<file path="src/rtl/pcie_rr_lock_arbiter_pkg.sv">
// Shared types and sizing helpers for the PCIe TX round-robin lock arbiter.
package pcie_arb_pkg;

   typedef enum logic {
      IDLE = 1'b0,
      LOCK = 1'b1
   } arb_state_t;

   localparam int DEF_TIMEOUT_W = 8;
   localparam int DEF_WEIGHT_W  = 4;

   function automatic int idx_width(input int n);
      return (n <= 2) ? 1 : $clog2(n);
   endfunction

endpackage

</file>
<file path="src/rtl/pcie_rr_lock_arbiter_if.sv">
// Request/grant bundle between packet sources and the arbiter.
// The weight field exists only when ARB_WEIGHT_EN is defined.
interface pcie_rr_lock_arbiter_if
   import pcie_arb_pkg::*;
#(
   parameter int NUM_REQ  = 8,
   parameter int WEIGHT_W = DEF_WEIGHT_W
);
   localparam int IDX_W = idx_width(NUM_REQ);

   logic [NUM_REQ-1:0] req;
   logic [NUM_REQ-1:0] req_last;
   logic               gnt_ready;
   logic [NUM_REQ-1:0] gnt;
   logic [IDX_W-1:0]   gnt_idx;
   logic               gnt_valid;
   logic               busy;
   logic               timeout_err;

   if (NUM_REQ < 2 || NUM_REQ > 32 || WEIGHT_W < 1) begin : g_cfg_check
      $error("pcie_rr_lock_arbiter_if: unsupported NUM_REQ/WEIGHT_W");
   end

`ifdef ARB_WEIGHT_EN
   logic [NUM_REQ*WEIGHT_W-1:0] weight;

   modport master (
      output req, req_last, gnt_ready, weight,
      input  gnt, gnt_idx, gnt_valid, busy, timeout_err
   );

   modport slave (
      input  req, req_last, gnt_ready, weight,
      output gnt, gnt_idx, gnt_valid, busy, timeout_err
   );
`else
   modport master (
      output req, req_last, gnt_ready,
      input  gnt, gnt_idx, gnt_valid, busy, timeout_err
   );

   modport slave (
      input  req, req_last, gnt_ready,
      output gnt, gnt_idx, gnt_valid, busy, timeout_err
   );
`endif

endinterface

</file>
<file path="src/rtl/pcie_rr_lock_arbiter_pick.sv">
// Combinational round-robin picker: first set bit of req strictly above
// pointer, wrapping around to the lowest index.
module rr_pick_onehot
   import pcie_arb_pkg::*;
#(
   parameter int NUM_REQ = 8,
   parameter int IDX_W   = idx_width(NUM_REQ)
)(
   input  logic [NUM_REQ-1:0] req,
   input  logic [IDX_W-1:0]   pointer,
   output logic [NUM_REQ-1:0] pick,
   output logic [IDX_W-1:0]   pick_idx,
   output logic               any
);

   logic [NUM_REQ-1:0]   above_mask;
   logic [2*NUM_REQ-1:0] dbl;
   logic [2*NUM_REQ-1:0] iso;

   always_comb begin
      above_mask = '0;
      for (int i = 0; i < NUM_REQ; i++) begin
         above_mask[i] = (i > int'(pointer));
      end
   end

   // Low half holds only bits above the pointer; the unmasked upper copy
   // supplies the wrapped-around choice when nothing is set above it.
   assign dbl  = {req, req & above_mask};
   assign iso  = dbl & (-dbl);
   assign pick = iso[NUM_REQ-1:0] | iso[2*NUM_REQ-1:NUM_REQ];
   assign any  = |req;

   always_comb begin
      pick_idx = '0;
      for (int i = 0; i < NUM_REQ; i++) begin
         if (pick[i]) pick_idx = IDX_W'(i);
      end
   end

endmodule

</file>
<file path="src/rtl/pcie_rr_lock_arbiter.sv">
// Registered round-robin arbiter with per-packet grant lock, same-edge
// handover and lock watchdog. Optional weighting under ARB_WEIGHT_EN.
module pcie_rr_lock_arbiter
   import pcie_arb_pkg::*;
#(
   parameter int NUM_REQ   = 8,
   parameter int TIMEOUT_W = DEF_TIMEOUT_W,
   parameter int WEIGHT_W  = DEF_WEIGHT_W
)(
   input  logic                   clk,
   input  logic                   rst,
   pcie_rr_lock_arbiter_if.slave  arb
);

   localparam int IDX_W = idx_width(NUM_REQ);

   if (NUM_REQ < 2 || NUM_REQ > 32 || TIMEOUT_W < 1 || WEIGHT_W < 1) begin : g_cfg_check
      $error("pcie_rr_lock_arbiter: unsupported parameters");
   end

   arb_state_t          state;
   logic [NUM_REQ-1:0]  gnt;
   logic [IDX_W-1:0]    gnt_idx;
   logic [IDX_W-1:0]    pointer;
   logic [TIMEOUT_W-1:0] wd_cnt;
   logic                timeout_err;

   logic                gnt_valid;
   logic                accept;
   logic                release_pkt;
   logic                wd_expire;
   logic                hold_grant;
   logic                rotate;

   logic [NUM_REQ-1:0]  pick_req;
   logic [IDX_W-1:0]    pick_ptr;
   logic [NUM_REQ-1:0]  pick;
   logic [IDX_W-1:0]    pick_idx;
   logic                pick_any;

   assign gnt_valid   = |(gnt & arb.req);
   assign accept      = gnt_valid & arb.gnt_ready;
   assign release_pkt = accept & (|(gnt & arb.req_last));
   // Forced release on the edge at which the counter already holds all-ones.
   assign wd_expire   = (state == LOCK) & ~accept & (&wd_cnt);
   assign rotate      = (release_pkt & ~hold_grant) | wd_expire;

   // While locked the current owner is masked out, so a handover only goes
   // to another source; a lone requester re-enters through IDLE.
   assign pick_req = (state == LOCK) ? (arb.req & ~gnt) : arb.req;
   assign pick_ptr = (state == LOCK) ? gnt_idx : pointer;

   rr_pick_onehot #(
      .NUM_REQ (NUM_REQ),
      .IDX_W   (IDX_W)
   ) u_pick (
      .req      (pick_req),
      .pointer  (pick_ptr),
      .pick     (pick),
      .pick_idx (pick_idx),
      .any      (pick_any)
   );

`ifdef ARB_WEIGHT_EN
   logic [WEIGHT_W-1:0] pkt_cnt;
   logic [WEIGHT_W-1:0] cur_weight;
   logic [WEIGHT_W-1:0] eff_weight;

   always_comb begin
      cur_weight = '0;
      for (int i = 0; i < NUM_REQ; i++) begin
         if (gnt[i]) cur_weight = arb.weight[i*WEIGHT_W +: WEIGHT_W];
      end
   end

   assign eff_weight = (cur_weight == '0) ? WEIGHT_W'(1) : cur_weight;
   // release_pkt implies the owner's request is still asserted.
   assign hold_grant = release_pkt &
                       (((WEIGHT_W+1)'(pkt_cnt) + (WEIGHT_W+1)'(1)) < (WEIGHT_W+1)'(eff_weight));

   always_ff @(posedge clk or posedge rst) begin
      if (rst) begin
         pkt_cnt <= '0;
      end else if (state != LOCK || rotate) begin
         pkt_cnt <= '0;
      end else if (hold_grant) begin
         pkt_cnt <= pkt_cnt + WEIGHT_W'(1);
      end
   end
`else
   assign hold_grant = 1'b0;
`endif

   always_ff @(posedge clk or posedge rst) begin
      if (rst) begin
         state       <= IDLE;
         gnt         <= '0;
         gnt_idx     <= '0;
         pointer     <= IDX_W'(NUM_REQ-1);
         wd_cnt      <= '0;
         timeout_err <= 1'b0;
      end else begin
         timeout_err <= wd_expire;
         case (state)
            IDLE: begin
               wd_cnt <= '0;
               if (pick_any) begin
                  state   <= LOCK;
                  gnt     <= pick;
                  gnt_idx <= pick_idx;
               end
            end
            LOCK: begin
               if (rotate) begin
                  pointer <= gnt_idx;
                  wd_cnt  <= '0;
                  if (pick_any) begin
                     gnt     <= pick;
                     gnt_idx <= pick_idx;
                  end else begin
                     state <= IDLE;
                     gnt   <= '0;
                  end
               end else if (accept) begin
                  wd_cnt <= '0;
               end else begin
                  wd_cnt <= wd_cnt + TIMEOUT_W'(1);
               end
            end
            default: state <= IDLE;
         endcase
      end
   end

   assign arb.gnt         = gnt;
   assign arb.gnt_idx     = gnt_idx;
   assign arb.gnt_valid   = gnt_valid;
   assign arb.busy        = (state == LOCK);
   assign arb.timeout_err = timeout_err;

endmodule

</file>
<file path="src/flat_wrapper.sv">
// flat-port wrapper written by rule: the top's interface ports become plain ports
module pcie_rr_lock_arbiter_flat import pcie_arb_pkg::*;
#(
   parameter int NUM_REQ   = 8,
   parameter int TIMEOUT_W = DEF_TIMEOUT_W,
   parameter int WEIGHT_W  = DEF_WEIGHT_W
)
  (clk, rst, arb_req, arb_req_last, arb_gnt_ready, arb_gnt, arb_gnt_idx, arb_gnt_valid, arb_busy, arb_timeout_err);
  pcie_rr_lock_arbiter_if #(.NUM_REQ(NUM_REQ), .WEIGHT_W(WEIGHT_W)) arb_i ();
  input  logic clk;
  input  logic rst;
  input wire logic [$bits(arb_i.req)-1:0] arb_req;
  input wire logic [$bits(arb_i.req_last)-1:0] arb_req_last;
  input wire logic [$bits(arb_i.gnt_ready)-1:0] arb_gnt_ready;
  output wire logic [$bits(arb_i.gnt)-1:0] arb_gnt;
  output wire logic [$bits(arb_i.gnt_idx)-1:0] arb_gnt_idx;
  output wire logic [$bits(arb_i.gnt_valid)-1:0] arb_gnt_valid;
  output wire logic [$bits(arb_i.busy)-1:0] arb_busy;
  output wire logic [$bits(arb_i.timeout_err)-1:0] arb_timeout_err;
  assign arb_i.req = arb_req;
  assign arb_i.req_last = arb_req_last;
  assign arb_i.gnt_ready = arb_gnt_ready;
  assign arb_gnt = arb_i.gnt;
  assign arb_gnt_idx = arb_i.gnt_idx;
  assign arb_gnt_valid = arb_i.gnt_valid;
  assign arb_busy = arb_i.busy;
  assign arb_timeout_err = arb_i.timeout_err;
  pcie_rr_lock_arbiter #(.NUM_REQ(NUM_REQ), .TIMEOUT_W(TIMEOUT_W), .WEIGHT_W(WEIGHT_W)) u_core (.clk(clk), .rst(rst), .arb(arb_i));
endmodule
</file>
<file path="config.mk">
export PLATFORM = sky130hd
export DESIGN_NAME = pcie_rr_lock_arbiter_flat
export DESIGN_NICKNAME = d
export VERILOG_FILES = /design/src/rtl/pcie_rr_lock_arbiter_pkg.sv /design/src/rtl/pcie_rr_lock_arbiter_if.sv /design/src/rtl/pcie_rr_lock_arbiter_pick.sv /design/src/rtl/pcie_rr_lock_arbiter.sv /design/src/flat_wrapper.sv
export SDC_FILE = /design/constraint.sdc
export NUM_CORES = 1
export LEC_CHECK = 0
export ABC_AREA = 0
export CORE_AREA = 2 2 59 61
export DETAILED_ROUTE_END_ITERATION = 16
export DIE_AREA = 0 0 61 63
export HOLD_SLACK_MARGIN = 0.1
export PLACE_DENSITY_LB_ADDON = 0.08
export SLEW_MARGIN = 20
export SYNTH_ARGS = -nofsm -noshare
export SYNTH_HDL_FRONTEND = slang
export SYNTH_HIERARCHICAL = 1
export SYNTH_SLANG_ARGS = --single-unit
</file>
<file path="constraint.sdc">
create_clock -name clk -period 8.31 [get_ports clk]
set_input_delay 1.2465 -clock clk [delete_from_list [all_inputs] [get_ports clk]]
set_output_delay 1.2465 -clock clk [all_outputs]
set_load 0.05 [all_outputs]
</file>
-- Yosys cells after proc, flatten, opt, wreduce, memory -nomap -nowiden
Index checks and enable logic that the tools add are counted.
- bits of input ports: 19
- word-level logic and storage cells: 59
- bits in registers: 24
- equal/unequal tests: 2
- muxes and demuxes: 22
- reductions and logical operators: 6
- add/subtract/negate cells: 2
- bitwise operators: 14
- magnitude comparators: 7
- operators with widths (operator ; count):
    8-bit 2-to-1 mux ; 6
    8-bit AND ; 4
    8-bit case mux with 2 select lines ; 2
    3-bit 2-to-1 mux ; 9
    8-bit OR reduction ; 3
    16-bit AND ; 1
    16-bit negator ; 1
    3-bit > comparator, first input constant ; 4
    8-bit by 1-bit adder with 8-bit output, second input constant ; 1
    8-bit inverter ; 1
    8-bit bitwise OR ; 1
    8-bit AND reduction ; 1
    2-bit by 3-bit > comparator with 1-bit output, first input constant ; 2
    3-bit case mux with 2 select lines ; 1
    1-bit AND ; 4
    2-bit AND reduction ; 2
    1-bit by 3-bit > comparator with 1-bit output, first input constant ; 1
    1-bit 2-to-1 mux ; 3
    2-bit by 1-bit != test with 1-bit output, second input constant ; 1
    2-bit != test, second input constant ; 1
    1-bit inverter ; 2
    1-bit case mux with 2 select lines ; 1
    1-bit bitwise OR ; 1

-- Longest topological paths before layout
- depth in word-level cells: 17
- gate-level depth with buffers: 9

-- By module
The synthesis kept the hierarchy.
- by module, submodules not included (module ; seq. area each (µm²) ; area each (µm²) ; cells an instance ; instances):
    pcie_rr_lock_arbiter ; 604.3 ; 1163.6 ; 98 ; 1
    rr_pick_onehot ; 0.0 ; 375.4 ; 56 ; 1

-- Worst setup path after synthesis
Ideal clock, no wire load.
- path type: in2reg
- start: input arb_req[4]
- end: register u_core.gnt_idx[2], in the netlist u_core/arb.gnt_idx[2]
- path buffers: 0
- path slack: 5026 ps
- stages: 7
- library setup time: 125 ps
- data required time: 8185 ps
- data arrival time: 3158 ps
- cell sequence: a21boi_0 -> nand2b_1 -> a21bo_2 -> nand3_1 -> a21oi_1 -> or4b_1 -> mux2_4
- cells in the longest elaborated chain, start to end: 14
- RTL lines (what ; line ; RTL):
    start: declaration ; flat_wrapper.sv:12 ; input wire logic [$bits(arb_i.req)-1:0] arb_req;
    8-bit AND ; pcie_rr_lock_arbiter.sv:50 ; assign pick_req = (state == LOCK) ? (arb.req & ~gnt) : arb.req;
    8-bit 2-to-1 mux * ; pcie_rr_lock_arbiter.sv:50 ;
    8-bit AND ; pcie_rr_lock_arbiter_pick.sv:29 ; assign dbl = {req, req & above_mask};
    16-bit negator ; pcie_rr_lock_arbiter_pick.sv:30 ; assign iso = dbl & (-dbl);
    16-bit AND * ; pcie_rr_lock_arbiter_pick.sv:30 ;
    8-bit bitwise OR * ; pcie_rr_lock_arbiter_pick.sv:31 ; assign pick = iso[NUM_REQ-1:0] | iso[2*NUM_REQ-1:NUM_REQ];
    3-bit 2-to-1 mux (4 in series) ; pcie_rr_lock_arbiter_pick.sv:37 ; if (pick[i]) pick_idx = IDX_W'(i);
    3-bit 2-to-1 mux * ; pcie_rr_lock_arbiter_pick.sv:37 ;
    net u_core.pick_idx[2] ; pcie_rr_lock_arbiter.sv:38 ; logic [IDX_W-1:0] pick_idx;
    3-bit 2-to-1 mux * ; pcie_rr_lock_arbiter.sv:107, pcie_rr_lock_arbiter.sv:117 ;
    3-bit 2-to-1 mux ; pcie_rr_lock_arbiter.sv:114 ; if (rotate) begin
    3-bit case mux with 2 select lines * ; pcie_rr_lock_arbiter.sv:104 ; case (state)
    end signal: assignment ; pcie_rr_lock_arbiter.sv:110 ; gnt_idx <= pick_idx;
    end signal: assignment ; pcie_rr_lock_arbiter.sv:119 ; gnt_idx <= pick_idx;
    end: declaration ; pcie_rr_lock_arbiter.sv:23 ; logic [IDX_W-1:0] gnt_idx;
Mark *: on every way through the listed nets, which the timed path passes. The rest lies on a longest branch. The select of a mux whose other input is x is not followed.
A chain may end at the register's enable or synchronous reset.

-- Worst setup path after layout
- start: input arb_req[4]
- end: output arb_gnt_valid
- cells in the longest elaborated chain, start to end: 2
- RTL lines (what ; line ; RTL):
    8-bit AND ; pcie_rr_lock_arbiter.sv:41 ; assign gnt_valid = |(gnt & arb.req);
    8-bit OR reduction ; pcie_rr_lock_arbiter.sv:41 ;
    end: declaration ; flat_wrapper.sv:17 ; output wire logic [$bits(arb_i.gnt_valid)-1:0] arb_gnt_valid;
Every way passes these cells.

==> summary.md <==
| Metric | Value |
|---|---|
| Skew-Pair Late Insertion Delay | around 0.31 ns |
| CP Launch Type | input pin |
| Rel. slew slack | 0.384 |
| Crit path from | arb_req[4] |
| Vias post-DR | approximately 1400 |
| Post-DP Area | 1890 um2 |
| Hold path cells | 1 |
| Synthesized Nets | 174 |
| Post-synthesis cell count | 154 |
| Area of the multi-input gates | about 900 um2 |
| Worst IR Drop VDD | approximately 0.18 mV |
| Syn-to-layout area delta | 25.4% |
| Max incr delay on CP | 0.73 ns |
| Number of synthesized flops with an enable pin | 0 |
| Setup WS post-layout | about 4.2 ns |
| CP Max Fanout | 2 |
| CP endpoint kind | primary output |
| DRT Pass-1 Iters | 4 |
| Worst path cell trace | clkdlybuf4s50_1, a22oi_1, nand4_1, clkdlybuf4s50_1 |
| CTS root buffer | clkbuf_4 |
| Synthesis warning total | 6 |
| Syn avg cell area | 9.99 um2 |
| RSZ-0062 raised after global routing | no |
| # diodes | 0 |
| Final count of negative-setup-slack endpoints | 0 |
| R2R cell count | 6 |
| Post-synth ARST share | 1.00 |
| Final Net Count | between 200 and 250 |
| CTS H-tree depth | 1 |
| Leakage power | ~0.0008 uW |
| First-pass GRT wire length | 6.34 mm |
| FP Rows | 21 |
| Core area | between 3000 and 4000 um2 |
| Slowest cell on crit path | clkdlybuf4s50_1 |
| Synth Flop Type | dfrtp_1 |
| Clk buf depth | 2 |
| Fill cells | 305 |
| WHS Endpoint | u_core/wd_cnt[0] |
| WS Path Type | input pin to primary output |
| Layout cells sized above 1 | 0.140 |
| Sequential element share of the synthesized area | 0.393 |
| All-layer global routing usage | 0.221 |
| Dpl ws | 4.24 ns |
| Worst-Margin Slew | a little over 0.9 ns |
| Number of synthesized register bits | 24 |
| Status | finished clean |
| Total die area | slightly below 4000 um2 |
| Reg2reg start | u_core/arb.busy |
| Mapped Area | 1540 um2 |
| Sequential cell area | a little over 600 um2 |
| Initial antenna violation count | 0 |
| Total negative slack | 0 ns |
| Hold Crit Start | u_core/wd_cnt[0] |
| Final Hold Violating Endpoints | 0 |
| Hold WC Path Type | register to register |
| Minimum clock period | approximately 4 ns |
| R2r endpoint | u_core/arb.gnt_idx[2] |
| Fin. max-slew vios | 0 |
| Clk_skew | between 0.01 and 0.015 ns |
| Commonest non-fill, non-tap cell in the layout | clkdlybuf4s50_1 |
| Post_cts resized | 0 |
| Die W | between 60 and 70 um |
| Residual DRC | 0 |
| Max Cap Viol | 0 |
| Worst path most repeated cell | clkdlybuf4s50_1 |
| Req. time, crit path | about 7.1 ns |
| Port bufs | 32 |
| PD cells | 383 nW/um2 |
| TritonCTS clock tree | done |
| Routed WL | just under 4 mm |
| Avg WL per Cell | between 15 and 20 um |
| RePlAce Congestion | around 0.8 |
| Final Cell Area | approximately 1900 um2 |
| Commonest cells after routing, fill and taps aside | clkdlybuf4s50_1 (32), dfrtp_1 (21), nor2_1 (18) |
| GR Overflow Total | 0 |
| Initial core utilization | 0.476 |
| Reg clk slew, reported paths | between 0.1 and 0.15 ns |
| Final HPWL DP | 3.10 mm |
| Final core occ | 0.597 |
| Vias in the first global route | ~1400 |
| Vias per cell | between 5 and 6 |
| # hold bufs at CTS | 0 |
| CTS sink cnt | 24 |
| ANT nets after route | 0 |
| Die Y | around 63 um |
| Reg-to-reg slack, setup | 5.16 ns |
| Final worst path period share | 0.491 |
| Crit path DAT | around 2.8 ns |
| Io pins | 33 |
| FMAX | between 0.2 and 0.25 GHz |
| Setup bufs post-CTS | 0 |
| Total CTS buffers | 3 |
| DRT iter0 DRCs | between 60 and 70 |
| Largest net degree at the start of global routing | 25 |
| Unique masters post-synth | 47 |
-- synth_stat cells, drive strengths merged, types with 3 or more instances --
cell type	n	area, um2
dfstp	3	78.8
dfrtp	21	526
or4	3	26.3
xor2	5	43.8
inv	5	18.8
o21ai	8	43.8
a21oi	4	23.8
a21boi	9	71.3
nor2b	5	31.3
mux2	10	124
a22oi	8	60.1
nand3	7	35.0
nand4	5	31.3
nand2	4	17.5
nor2	18	67.6
clkbuf	3	12.5
a22o	8	70.1
-- sequential cells by signal (all words and copies together) (netlist names) --
signal                  count
u_core/arb.gnt              8
u_core/wd_cnt               8
u_core/arb.gnt_idx          3
u_core/pointer              3
u_core/arb.busy             1
u_core/arb.timeout_err      1
-- layout make-up --
type / instances / share of cell area
Inverter: 5 / 0.00973
Sequential cell: 24 / 0.313
Clock buffer: 4 / 0.0188
Multi-Input combinational cell: 121 / 0.462
Tap cell: 46 / 0.0298
Timing Repair Buffer: 32 / 0.166
-- through the flow --
stage / cells / hold slack, ns / total power, uW
2_1_floorplan: 154 / 0.476 / 545
3_3_place_gp: 228 / 0.500 / 669
3_5_place_dp: 228 / 0.514 / 679
4_1_cts: 232 / 0.531 / 740
5_1_grt: 232 / 0.554 / 786
6_report: 232 / 0.527 / 739
-- critical path: cells and delay by family --
family,cells,cell delay [ns]
AO/OA/AOI/OAI,1,0.30
AND/OR/NAND/NOR,1,0.14
buffers and inverters,2,1.15
-- worst max-delay path by stage --
stage	end	slack (ns)	cells past startpoint
floorplan	u_core/arb.gnt_idx[2]	5.03	7
global placement	arb_gnt_valid	4.24	4
detailed placement	u_core/arb.gnt_idx[0]	4.24	7
CTS	arb_gnt_valid	4.24	4
global route	arb_gnt_valid	4.17	4
finish	arb_gnt_valid	4.23	4
-- routing by layer --
metal	track usage	part of all wire
met2	0.384	0.54
met4	0.0870	0.013
met1	0.273	0.42
met5	0	0
met3	0.0166	0.027
-- report_power, final --
| part | leakage, uW | internal [uW] | switching, uW |
|---|---|---|---|
| Combinational | 0.000457 | 183 | 285 |
| Sequential | 0.000304 | 164 | 46.6 |
| Clock | 0.0000210 | 26.7 | 33.0 |
-- cells by family after synthesis --
group | Yosys count | share of synthesized area
buffers and inverters | 9 | 0.0276
XOR/XNOR | 6 | 0.0341
flip-flops | 24 | 0.393
adder cells (fa/ha/maj) | 1 | 0.00813
multiplexers | 10 | 0.0805
AO/OA/AOI/OAI | 46 | 0.242
AND/OR/NAND/NOR | 58 | 0.215
No activity file was read; power rests on OpenSTA's default activity.
